===== src/rtl/effects_pipeline_mc.sv =====
// Multi-channel effects pipeline: per-channel gain with saturation, then a selectable
// output stage (bypass / gain / gain + hard clip), with sticky per-channel clamp flags.
module effects_pipeline_mc #(
  parameter int bits_per_level     = 12,
  parameter int bits_per_gain_frac = 4,
  parameter int gain_bits          = 11,
  parameter int fxp_size           = 16,
  parameter int channels           = 2,
  localparam int CW = (channels > 1) ? $clog2(channels) : 1
) (
  input  logic                      clk,
  input  logic                      rst,
  input  logic                      i_valid,
  output logic                      o_ready,
  input  logic [CW-1:0]             i_channel,
  input  logic [bits_per_level-1:0] i_sample,
  output logic                      o_valid,
  input  logic                      i_ready,
  output logic [CW-1:0]             o_channel,
  output logic [fxp_size-1:0]       o_sample,
  input  logic                      i_cfg_we,
  input  logic [CW-1:0]             i_cfg_ch,
  input  logic [gain_bits-1:0]      i_cfg_gain,
  input  logic [1:0]                i_mode,
  input  logic [fxp_size-2:0]       i_clip_thr,
  input  logic                      i_sat_clr,
  output logic [channels-1:0]       o_sat
);

  localparam int PW = fxp_size + gain_bits + 1;
  localparam logic [gain_bits-1:0] GAIN_ONE = gain_bits'(1 << bits_per_gain_frac);
  localparam logic signed [fxp_size-1:0] MAX_F = {1'b0, {(fxp_size-1){1'b1}}};
  localparam logic signed [fxp_size-1:0] MIN_F = {1'b1, {(fxp_size-1){1'b0}}};
  localparam logic signed [PW-1:0] P_MAX = PW'(MAX_F);
  localparam logic signed [PW-1:0] P_MIN = ~P_MAX;

  logic en;
  logic [gain_bits-1:0] gain_q [channels];

  logic                       s1_valid_q, s1_chok_q;
  logic [CW-1:0]              s1_ch_q;
  logic signed [fxp_size-1:0] s1_s_q;
  logic [gain_bits-1:0]       s1_gain_q;
  logic [1:0]                 s1_mode_q;
  logic [fxp_size-2:0]        s1_thr_q;

  logic                       s2_valid_q, s2_chok_q;
  logic [CW-1:0]              s2_ch_q;
  logic signed [fxp_size-1:0] s2_s_q;
  logic signed [PW-1:0]       s2_p_q;
  logic [1:0]                 s2_mode_q;
  logic [fxp_size-2:0]        s2_thr_q;

  logic                       out_valid_q;
  logic [CW-1:0]              out_ch_q;
  logic [fxp_size-1:0]        out_sample_q;
  logic [channels-1:0]        sat_q, sat_d, sat_set;

  logic                       in_chok, cfg_ok;
  logic [gain_bits-1:0]       gain_rd;
  logic signed [fxp_size-1:0] s_in;
  logic signed [gain_bits:0]  gain_s;
  logic signed [PW-1:0]       prod;
  logic signed [fxp_size-1:0] sat_v, thr_pos, thr_neg, shaped;
  logic                       clamp;

  assign en      = !out_valid_q || i_ready;
  assign o_ready = en;
  assign o_valid = out_valid_q;
  assign o_channel = out_ch_q;
  assign o_sample  = out_sample_q;
  assign o_sat     = sat_q;

  assign in_chok = int'(i_channel) < channels;
  assign cfg_ok  = int'(i_cfg_ch) < channels;
  assign gain_rd = in_chok ? gain_q[i_channel] : GAIN_ONE;
  // Offset-binary to two's complement, left-aligned into the output word.
  assign s_in    = $signed(fxp_size'({~i_sample[bits_per_level-1], i_sample[bits_per_level-2:0]})
                           << (fxp_size - bits_per_level));
  assign gain_s  = $signed({1'b0, s1_gain_q});
  assign prod    = s1_s_q * gain_s;

  always_comb begin
    sat_v   = s2_p_q[fxp_size-1:0];
    clamp   = 1'b0;
    thr_pos = $signed({1'b0, s2_thr_q});
    thr_neg = -thr_pos;
    if (s2_p_q > P_MAX) begin
      sat_v = MAX_F;
      clamp = 1'b1;
    end else if (s2_p_q < P_MIN) begin
      sat_v = MIN_F;
      clamp = 1'b1;
    end
    if (s2_mode_q == 2'd2) begin
      if (sat_v > thr_pos) begin
        sat_v = thr_pos;
        clamp = 1'b1;
      end else if (sat_v < thr_neg) begin
        sat_v = thr_neg;
        clamp = 1'b1;
      end
    end
    shaped = sat_v;
    if (s2_mode_q == 2'd0) begin
      shaped = s2_s_q;
      clamp  = 1'b0;
    end
  end

  // A new clamp event on a channel outranks a simultaneous clear.
  always_comb begin
    sat_set = '0;
    if (en && s2_valid_q && s2_chok_q && clamp) sat_set[s2_ch_q] = 1'b1;
    sat_d = (i_sat_clr ? '0 : sat_q) | sat_set;
  end

  always_ff @(posedge clk or negedge rst) begin
    if (!rst) begin
      for (int i = 0; i < channels; i++) gain_q[i] <= GAIN_ONE;
    end else if (i_cfg_we && cfg_ok) begin
      gain_q[i_cfg_ch] <= i_cfg_gain;
    end
  end

  always_ff @(posedge clk or negedge rst) begin
    if (!rst) begin
      s1_valid_q <= 1'b0;
      s1_chok_q  <= 1'b0;
      s1_ch_q    <= '0;
      s1_s_q     <= '0;
      s1_gain_q  <= '0;
      s1_mode_q  <= '0;
      s1_thr_q   <= '0;
      s2_valid_q <= 1'b0;
      s2_chok_q  <= 1'b0;
      s2_ch_q    <= '0;
      s2_s_q     <= '0;
      s2_p_q     <= '0;
      s2_mode_q  <= '0;
      s2_thr_q   <= '0;
      out_valid_q  <= 1'b0;
      out_ch_q     <= '0;
      out_sample_q <= '0;
      sat_q        <= '0;
    end else begin
      sat_q <= sat_d;
      if (en) begin
        s1_valid_q <= i_valid;
        if (i_valid) begin
          s1_chok_q <= in_chok;
          s1_ch_q   <= i_channel;
          s1_s_q    <= s_in;
          s1_gain_q <= gain_rd;
          s1_mode_q <= i_mode;
          s1_thr_q  <= i_clip_thr;
        end
        s2_valid_q <= s1_valid_q;
        if (s1_valid_q) begin
          s2_chok_q <= s1_chok_q;
          s2_ch_q   <= s1_ch_q;
          s2_s_q    <= s1_s_q;
          s2_p_q    <= prod >>> bits_per_gain_frac;
          s2_mode_q <= s1_mode_q;
          s2_thr_q  <= s1_thr_q;
        end
        out_valid_q <= s2_valid_q;
        if (s2_valid_q) begin
          out_ch_q     <= s2_ch_q;
          out_sample_q <= shaped;
        end
      end
    end
  end

endmodule


===== config.mk =====
export PLATFORM = sky130hd
export DESIGN_NAME = effects_pipeline_mc
export DESIGN_NICKNAME = d
export VERILOG_FILES = /design/src/rtl/effects_pipeline_mc.sv
export SDC_FILE = /design/constraint.sdc
export NUM_CORES = 1
export LEC_CHECK = 0
export CAP_MARGIN = 20
export CORE_UTILIZATION = 45
export CTS_BUF_LIST = sky130_fd_sc_hd__clkbuf_8
export DETAILED_ROUTE_END_ITERATION = 8
export PLACE_DENSITY = 0.65
export SYNTH_ARGS = -nofsm -noshare
export SYNTH_HDL_FRONTEND = slang
export SYNTH_SLANG_ARGS = --single-unit

===== constraint.sdc =====
create_clock -name clk -period 5.2 [get_ports clk]
set_input_delay 1.04 -clock clk [delete_from_list [all_inputs] [get_ports clk]]
set_output_delay 1.04 -clock clk [all_outputs]
set_load 0.005 [all_outputs]

==> results.yml, run 1 <==
outcome:
  violations: "design-rule violations"
  status: "finished with violations"
cells_and_area:
  drive_gt1_share_pct: 16.4
  fill_cells: 2346
  area_growth_pct: 17.8
  multi_input_area_mm2: 0.00787
  finalInstanceArea_mm2: 0.0143
  regArea_mm2: 0.00355
  antenna_cells: 0
  fin_nets: 1657
yosys:
  yosysWarnings: 0
  synthSimpleGateAreaFrac_pct: 14.4
  synth_top_family_by_area: "adder cells"
  syn_inst: 1289
  synth_seq_cells: 141
  synth.distinct_cells: 61
  synth_compound_area_share_pct: 10.8
  synth_edf_count: 0
  ys_async_sr_fraction_pct: 100
  avgSynthCellArea_um2: 9.41
  synth_area_mm2: 0.0121
  synthAdderAreaFrac_pct: 29.4
  synth-seq-area-share_pct: 29.1
  synthMuxAreaShare_pct: 6.32
  synthFlopType: "dfrtp_1"
  synth_xor_area_share_pct: 1.88
  syn_nets: 1547
detailed_routing:
  drc: 5
  avgViaCountPerCell: 5.22
  drt-total-wl_mm: 29.0
  drt.antenna.violating_nets: 0
  avgRoutedWirePerCell_um: 16.6
  vias: 9122
  drt_pre_antenna_iters: 7
  drt_iter0_drc: 531
sta:
  maxSlewViolCount: 0
  worst_slew_pin_slew_ps: 967
  hold_ws_ps: 469
  fmax_mhz: 198
  rsz0062_at_grt: "true"
  post-route-period-util_pct: 97.4
  max_slew_margin_pct: 35.4
  skew_ps: 20.7
  hold_viol_final: 0
  timing.final.crit_period_ps: 5060
  setup_viol: 0
global_routing:
  grt_use_total_pct: 21.6
  grt-ovfl-total: 0
  grt_pass1_vias: 9243
  grt_max_degree: 76
  antenna_found_initial: 0
  grt_pass1_wl_mm: 48.0
die:
  dieWidth_um: 166
  start_util_pct: 46.2
  core_area_mm2: 0.0263
  num_io_pins: 69
  row_count: 59
  fp.dieH_um: 166
  dieArea_mm2: 0.0276
clock_network:
  cts_num_sinks: 141
  clock_path_buffers: 2
  path_clk_slew_ps: 100
  htreeDepth: 4
  cts_root_buffer: "clkbuf_8"
  cts_made_buffers: 17
  cts_tree: "built"
  clock_latency_ps: 460
worst_setup_path:
  timing.rr.start: "s1_gain_q[7]"
  endpoint_kind: "register"
  critPathLaunchType: "register"
  arrival_ps: 5400
  ff2ff_path_depth: 18
  crit_path_end: "s2_p_q[23]"
  reg2reg_to: "s2_p_q[23]"
  r2r_slack_ps: 140
  critPathKind: "reg -> reg"
  cp.required_ps: 5540
  startpoint: "s1_gain_q[7]"
  path_max_fanout: 8
placement:
  io_buffers: 68
  hpwl_mm: 23.0
  gp_congestion: 0.907
  placed_cell_area_mm2: 0.0135
hold_path:
  hold_path.class: "reg -> reg"
run:
  max-cap-violations: 0
-- worst min-delay path by stage --
stage           startpoint  cells after the start          end
3_5_place_dp     s1_chok_q                      2    s2_chok_q
4_1_cts        s1_thr_q[3]                      2  s2_thr_q[3]
5_1_grt         s2_s_q[10]                      2   s2_s_q[10]
3_3_place_gp     s1_chok_q                      1    s1_chok_q
6_report       s1_thr_q[3]                      2  s2_thr_q[3]
2_1_floorplan    s1_chok_q                      2    s2_chok_q
-- logic make-up (layout without fill, tap and decap cells) --
| group | after synthesis | count (layout) |
|---|---|---|
| buf+inv | 259 | 382 |
| mux | 70 | 70 |
| fa+ha+maj | 210 | 210 |
| flops | 141 | 141 |
| xor+xnor | 26 | 26 |
| compound gates | 209 | 209 |
| simple gates | 374 | 374 |
-- repair_timing --
item	in CTS	in global routing
buffers inserted	3	13
hold buffers	0	0
endpoints found under the setup margin	4	9
pin swaps	2	37
resized for setup	20	52
-- stage by stage --
step / setup WS [ps] / setup TNS [ps] / util [%] / cells
finish: 137 / 0 / 54.4 / 1747
CTS: 16.4 / 0 / 53.1 / 1733
floorplan: 7.41 / 0 / - / 1289
global placement: 7.73 / 0 / 51.4 / 1698
detailed placement: -78.7 / -194 / 51.4 / 1698
global route: -50.6 / -155 / 54.4 / 1747
-- registers in the layout (all words and copies together), names as in the netlist --
signal      count
gain_q         22
o_channel       1
o_sample       16
o_sat           2
o_valid         1
s1_ch_q         1
s1_chok_q       1
s1_gain_q      11
s1_mode_q       2
s1_s_q         12
s1_thr_q       15
s1_valid_q      1
s2_ch_q         1
s2_chok_q       1
s2_mode_q       2
s2_p_q         24
s2_s_q         12
s2_thr_q       15
s2_valid_q      1
-- cells in the mapped netlist, types with 17 or more instances --
cell	count	area (um^2)
o21ai_0	67	335
nand2_1	213	800
mux2_2	53	597
and2_1	60	375
mux2i_1	17	170
clkbuf_1	52	195
inv_1	203	762
ha_1	85	1060
a21oi_1	50	250
xnor2_1	22	193
dfrtp_1	139	3480
a21o_1	17	128
nor2_1	25	93.8
fa_1	125	2500
-- layout by cell type, fill, tap and decap left out, types with 6 or more instances in the layout --
cell type / n
dfrtp_1: 124
fa_1: 119
a21o_1: 17
a31oi_1: 8
fa_2: 6
ha_4: 6
inv_1: 202
xnor2_1: 22
nand2_1: 210
or3_1: 6
a21oi_1: 46
buf_4: 73
dfrtp_2: 15
mux2i_1: 17
o31ai_1: 10
nand4_1: 13
nor3_1: 7
ha_1: 76
nand3_1: 11
mux2_2: 53
a211oi_1: 6
o21a_1: 7
o21ai_0: 64
and2_1: 56
clkbuf_8: 19
clkdlybuf4s50_1: 67
nor2_1: 24
-- layout make-up --
class	count	area share [%]
Multi-Input combinational cell	889	55.1
Clock buffer	19	1.83
Tap cell	335	2.93
Inverter	203	5.33
Timing Repair Buffer	147	9.20
Sequential cell	141	24.8
Clock inverter	13	0.814
-- critical path, stage by stage, from the launching register on --
cell	delay [ps]
dfrtp_2	460
buf_4	160
nand2_1	70
fa_1	430
fa_1	500
fa_1	550
inv_1	60
fa_1	530
inv_1	50
fa_1	530
inv_1	60
ha_4	250
a21o_1	160
a21o_1	180
a21oi_2	160
o41ai_4	120
o2111ai_4	240
a21oi_2	80
or3_1	360
-- metal layers --
metal,vias up,wire [um],track usage [%]
met5,-,0,0
met4,0,510,6.12
met3,35,1300,3.91
met2,191,13100,33.4
met1,4489,14100,31.2
li1,4407,-,-
Power of run 1 is left out: the tool's default activity adds up to more than one toggle a clock period on the data nets, which glitch-free logic cannot reach.
==> run 2, diff against run 1 <==
- GPL_ROUTABILITY_DRIVEN: not set -> 0
==> run 2 against run 1 <==
Effect of this change:
- the run still ends with design-rule violations left
- first-iteration DRC count is 16% higher
- core utilization is 0.80 points higher
- sequential share of layout area is 0.35 points lower
- wire length is 1.6% higher
- critical endpoint is now s2_p_q[20]
==> results.yml, run 2 (same netlist as run 1, synthesis figures left out) <==
outcome:
  status: "finished with violations"
  violations: "design-rule violations"
detailed_routing:
  drt-total-wl_mm: 29.5
  avgViaCountPerCell: 5.31
  avgRoutedWirePerCell_um: 16.8
  drt_pre_antenna_iters: 7
  drc: 5
  vias: 9337
  drt_iter0_drc: 617
  drt.antenna.violating_nets: 0
clock_network:
  htreeDepth: 4
  path_clk_slew_ps: 100
  clock_path_buffers: 2
  clock_latency_ps: 470
  cts_num_sinks: 141
  ctsHoldBuffers: 0
  cts_tree: "built"
  cts_root_buffer: "clkbuf_8"
  cts_made_buffers: 17
sta:
  rsz0062_at_grt: "true"
  setup_tns_ps: 0
  skew_ps: 23.0
  hold_viol_final: 0
  setup_viol: 0
  maxSlewViolCount: 0
  fin_ws_ps: 78.7
  post-route-period-util_pct: 98.5
  fmax_mhz: 195
  timing.final.crit_period_ps: 5120
  worst_slew_pin_slew_ps: 981
  max_slew_margin_pct: 34.5
worst_setup_path:
  critPathKind: "reg -> reg"
  path_max_fanout: 7
  arrival_ps: 5480
  cp.required_ps: 5560
  critPathLaunchType: "register"
  endpoint_kind: "register"
run:
  max-cap-violations: 0
die:
  start_util_pct: 46.2
  dieWidth_um: 166
  core_area_mm2: 0.0263
  fp.dieH_um: 166
  dieArea_mm2: 0.0276
  num_io_pins: 69
  row_count: 59
cells_and_area:
  fin_nets: 1667
  drive_gt1_share_pct: 18.6
  multi_input_area_mm2: 0.00792
  final_cell_mix: "nand2_1, inv_1, dfrtp_1"
  regArea_mm2: 0.00355
  antenna_cells: 0
  area_growth_pct: 19.5
  mostFrequentLayoutCell: "nand2_1"
  top_register: "s2_p_q"
  largest_reg_flops: 24
  fill_cells: 2346
global_routing:
  grt_pass1_wl_mm: 48.0
  grt_use_total_pct: 21.6
  grt_pass1_vias: 9467
  grt-ovfl-total: 0
  grt_max_degree: 56
  antenna_found_initial: 0
placement:
  io_buffers: 68
  pre_cts_ws_ps: -148
  hpwl_mm: 22.6
hold_path:
  hold_path.class: "reg -> reg"
-- run 2: cell count changes in the layout (fill, tap and decap cells not counted), moves of 2 or more --
cell	change
inv_6	+2
ha_1	-3
nand2_1	-5
bufinv_16	+3
buf_6	+4
inv_1	-16
ha_4	+4
inv_2	+14
a21oi_1	+2
nand2_2	+5
buf_4	+6
-- run 2: stage by stage --
step                instance area, um^2  std cells  utilization [%]  hold WS [ps]
global route                      14500       1757             55.2           495
global placement                  13500       1696             51.3           450
finish                            14500       1757             55.2           472
CTS                               14100       1737             53.6           476
detailed placement                13500       1696             51.3           454
floorplan                         12100       1289                -           430
-- run 2: metal layers --
metal | vias to the layer above | GRT usage (%) | wire length (um)
li1 | 4426 | - | -
met1 | 4608 | 30.4 | 14100
met2 | 265 | 33.8 | 13400
met3 | 38 | 4.46 | 1520
met4 | 0 | 6.20 | 483
met5 | - | 0 | 0
-- run 2: worst paths after layout --
check | start | endpoint | slack (ps) | cells past startpoint
min in group asynchronous | rst | s2_p_q[18] | 550 | 1
worst min-delay path | s2_s_q[10] | s2_s_q[10] | 470 | 2
worst max register to register | s1_gain_q[5] | s2_p_q[20] | 80 | 14
max in group asynchronous | rst | s1_mode_q[1] | 3620 | 2
worst max-delay path | s1_gain_q[5] | s2_p_q[20] | 80 | 14
worst min register to register | s2_s_q[10] | s2_s_q[10] | 470 | 2
-- run 2: final cells by class --
type / count / area share, %
multi-input combinational: 889 / 54.6
tap: 335 / 2.89
sequential: 141 / 24.5
timing repair buffer: 157 / 9.69
clock buffer: 18 / 1.71
clock inverter: 14 / 1.41
inverter: 203 / 5.25
-- run 2: critical path, cell delays in order, from the launching register on --
cell and delay, ps:
dfrtp_2 460, buf_6 140, and2_1 150, fa_2 550
buf_4 170, fa_1 550, fa_1 440, fa_1 510
fa_1 570, ha_2 330, a21oi_1 160, o21ai_1 110
o31a_1 300, or3_1 300, a31o_2 250
-- run 2: repair_timing --
item / CTS / global route
endpoints found under the setup margin: 6 / 7
pin swaps: 5 / 55
buffers inserted: 9 / 20
hold endpoints to repair: 0 / 0
gates resized for setup: 26 / 75
Power of run 2 is left out for the same reason.
==> run 3, diff against run 2 <==
--- a/config.mk
+++ b/config.mk
@@ -7,9 +7,9 @@
 export LEC_CHECK = 0
 export CAP_MARGIN = 20
-export CORE_UTILIZATION = 45
+export CORE_UTILIZATION = 50
 export CTS_BUF_LIST = sky130_fd_sc_hd__clkbuf_8
 export DETAILED_ROUTE_END_ITERATION = 8
 export GPL_ROUTABILITY_DRIVEN = 0
-export PLACE_DENSITY = 0.65
+export PLACE_DENSITY = 0.71
 export SYNTH_ARGS = -nofsm -noshare
 export SYNTH_HDL_FRONTEND = slang
==> constraint.sdc (replaced) <==
create_clock -name clk -period 5.2 [get_ports clk]
set_input_delay 0.78 -clock clk [delete_from_list [all_inputs] [get_ports clk]]
set_output_delay 0.78 -clock clk [all_outputs]
set_load 0.005 [all_outputs]
==> run 3 against run 2 <==
Effect of this change:
- the flow now finishes without violations
- count of clock-buffer cells in the layout decreased by 1
- via count increased by 1.6%
- hold slack got worse by 290 ps
- maximum frequency shrank 0.10%
- first-iteration DRC count down 0.32%
- design area fell by 0.77%
- critical path depth increased by 5
- non-clock buffer count is 5 lower
- wire length up 0.74%
- global-route usage grew 3.9 points
- critical endpoint is now s2_p_q[15]
==> results.yml, run 3 (same netlist as run 1, synthesis figures left out) <==
global_routing:
  grt_pass1_wl_mm: 48.8
  grt_max_degree: 62
  grt_use_total_pct: 25.5
  grt_pass1_vias: 9904
  grt-ovfl-total: 0
  antenna_found_initial: 0
clock_network:
  path_clk_slew_ps: 110
  htreeDepth: 4
  cts_num_sinks: 141
  cts_tree: "built"
  ctsHoldBuffers: 0
  cts_made_buffers: 17
  cts_root_buffer: "clkbuf_8"
  clock_latency_ps: 480
  clock_path_buffers: 2
placement:
  placed_cell_area_mm2: 0.0135
  io_buffers: 68
  hpwl_mm: 23.3
worst_setup_path:
  crit_path_top_delay_cell: "fa_1"
  path_buf_inv: 5
  max_stage_delay_ps: 550
  arrival_ps: 5490
  cp_cell_sequence: "buf_4 > and2_4 > fa_2 > inv_2 > fa_1 > fa_1 > inv_1 > fa_1 > inv_2 > fa_1 > inv_1 > ha_4 > a21o_1 > a21o_1 > a21o_1 > o2bb2ai_2 > o21a_1 > or3_1 > a31o_2"
  critPathKind: "reg -> reg"
  critPathLaunchType: "register"
  crit_top_cell: "fa_1"
  ff2ff_path_depth: 19
  endpoint_kind: "register"
  cp.required_ps: 5570
  crit_cells: 19
  path_delay_family: "adder cells"
  path_max_fanout: 6
detailed_routing:
  avgViaCountPerCell: 5.46
  vias: 9485
  drt_pre_antenna_iters: 5
  avgRoutedWirePerCell_um: 17.1
  drt-total-wl_mm: 29.7
  drt.antenna.violating_nets: 0
  drt_iter0_drc: 615
  drc: 0
sta:
  max_slew_margin_pct: 34.5
  worst_slew_pin_slew_ps: 980
  skew_ps: 23.9
  hold_viol_final: 0
  fmax_mhz: 195
  post-route-period-util_pct: 98.6
  timing.final.crit_period_ps: 5130
  setup_viol: 0
  maxSlewViolCount: 0
run:
  max-cap-violations: 0
die:
  core_area_mm2: 0.0236
  dieWidth_um: 158
  fp.dieH_um: 158
  dieArea_mm2: 0.0249
  start_util_pct: 51.4
  row_count: 56
  num_io_pins: 69
cells_and_area:
  area_growth_pct: 18.6
  fill_cells: 2018
  top_register: "s2_p_q"
  antenna_cells: 0
  fin_nets: 1662
  largest_reg_flops: 24
  multi_input_area_mm2: 0.00790
  finalInstanceArea_mm2: 0.0144
  drive_gt1_share_pct: 17.6
  mostFrequentLayoutCell: "nand2_1"
  final_cell_mix: "nand2_1, inv_1, dfrtp_1"
  regArea_mm2: 0.00355
hold_path:
  hold_path.class: "in -> async"
outcome:
  status: "complete, no violations"
run 3: area by class of cell:
class                   count  share of cell area, %
clock buffers              17                   1.63
clock inverters            15                   1.31
inverters                 203                   5.29
multi-input cells         889                   54.9
flip-flops and latches    141                   24.7
well taps                 319                   2.77
repair buffers            152                   9.41
run 3: what timing repair did:
item                                   CTS  global route
setup endpoints to repair                6             9
pin swaps                                1            48
endpoints found under the hold margin    0             0
setup buffers                            2            13
gates resized for setup                 17            72
run 3: stage by stage:
stage	worst slack (ps)	utilization, %	TNS, ps	std cells	hold WS, ps
floorplan	7.41	-	0	1289	430
CTS	0.899	59.4	0	1724	189
detailed placement	-97.4	57.3	-187	1690	453
global placement	-19.0	57.3	-19.0	1690	444
finish	73.5	61.0	0	1736	186
global route	-56.4	61.0	-108	1736	206
run 3: worst paths after layout:
path | startpoint | slack (ps) | endpoint
setup / recovery | s1_gain_q[8] | 70 | s2_p_q[15]
hold / removal | rst | 190 | s1_thr_q[8]
setup reg to reg | s1_gain_q[8] | 70 | s2_p_q[15]
hold reg to reg | s1_mode_q[1] | 480 | s2_mode_q[1]
max in group asynchronous | rst | 3830 | s1_s_q[13]
min in group clk | s1_mode_q[1] | 480 | s2_mode_q[1]
run 3: routing by layer:
layer  part of all wire [%]  track usage, %  vias up
met5                      0               0        -
li1                       -               -     4431
met2                     51            44.3      218
met4                    2.4            8.00        0
met1                     43            33.1     4790
met3                    3.7            3.12       46
Power of run 3 is left out for the same reason.
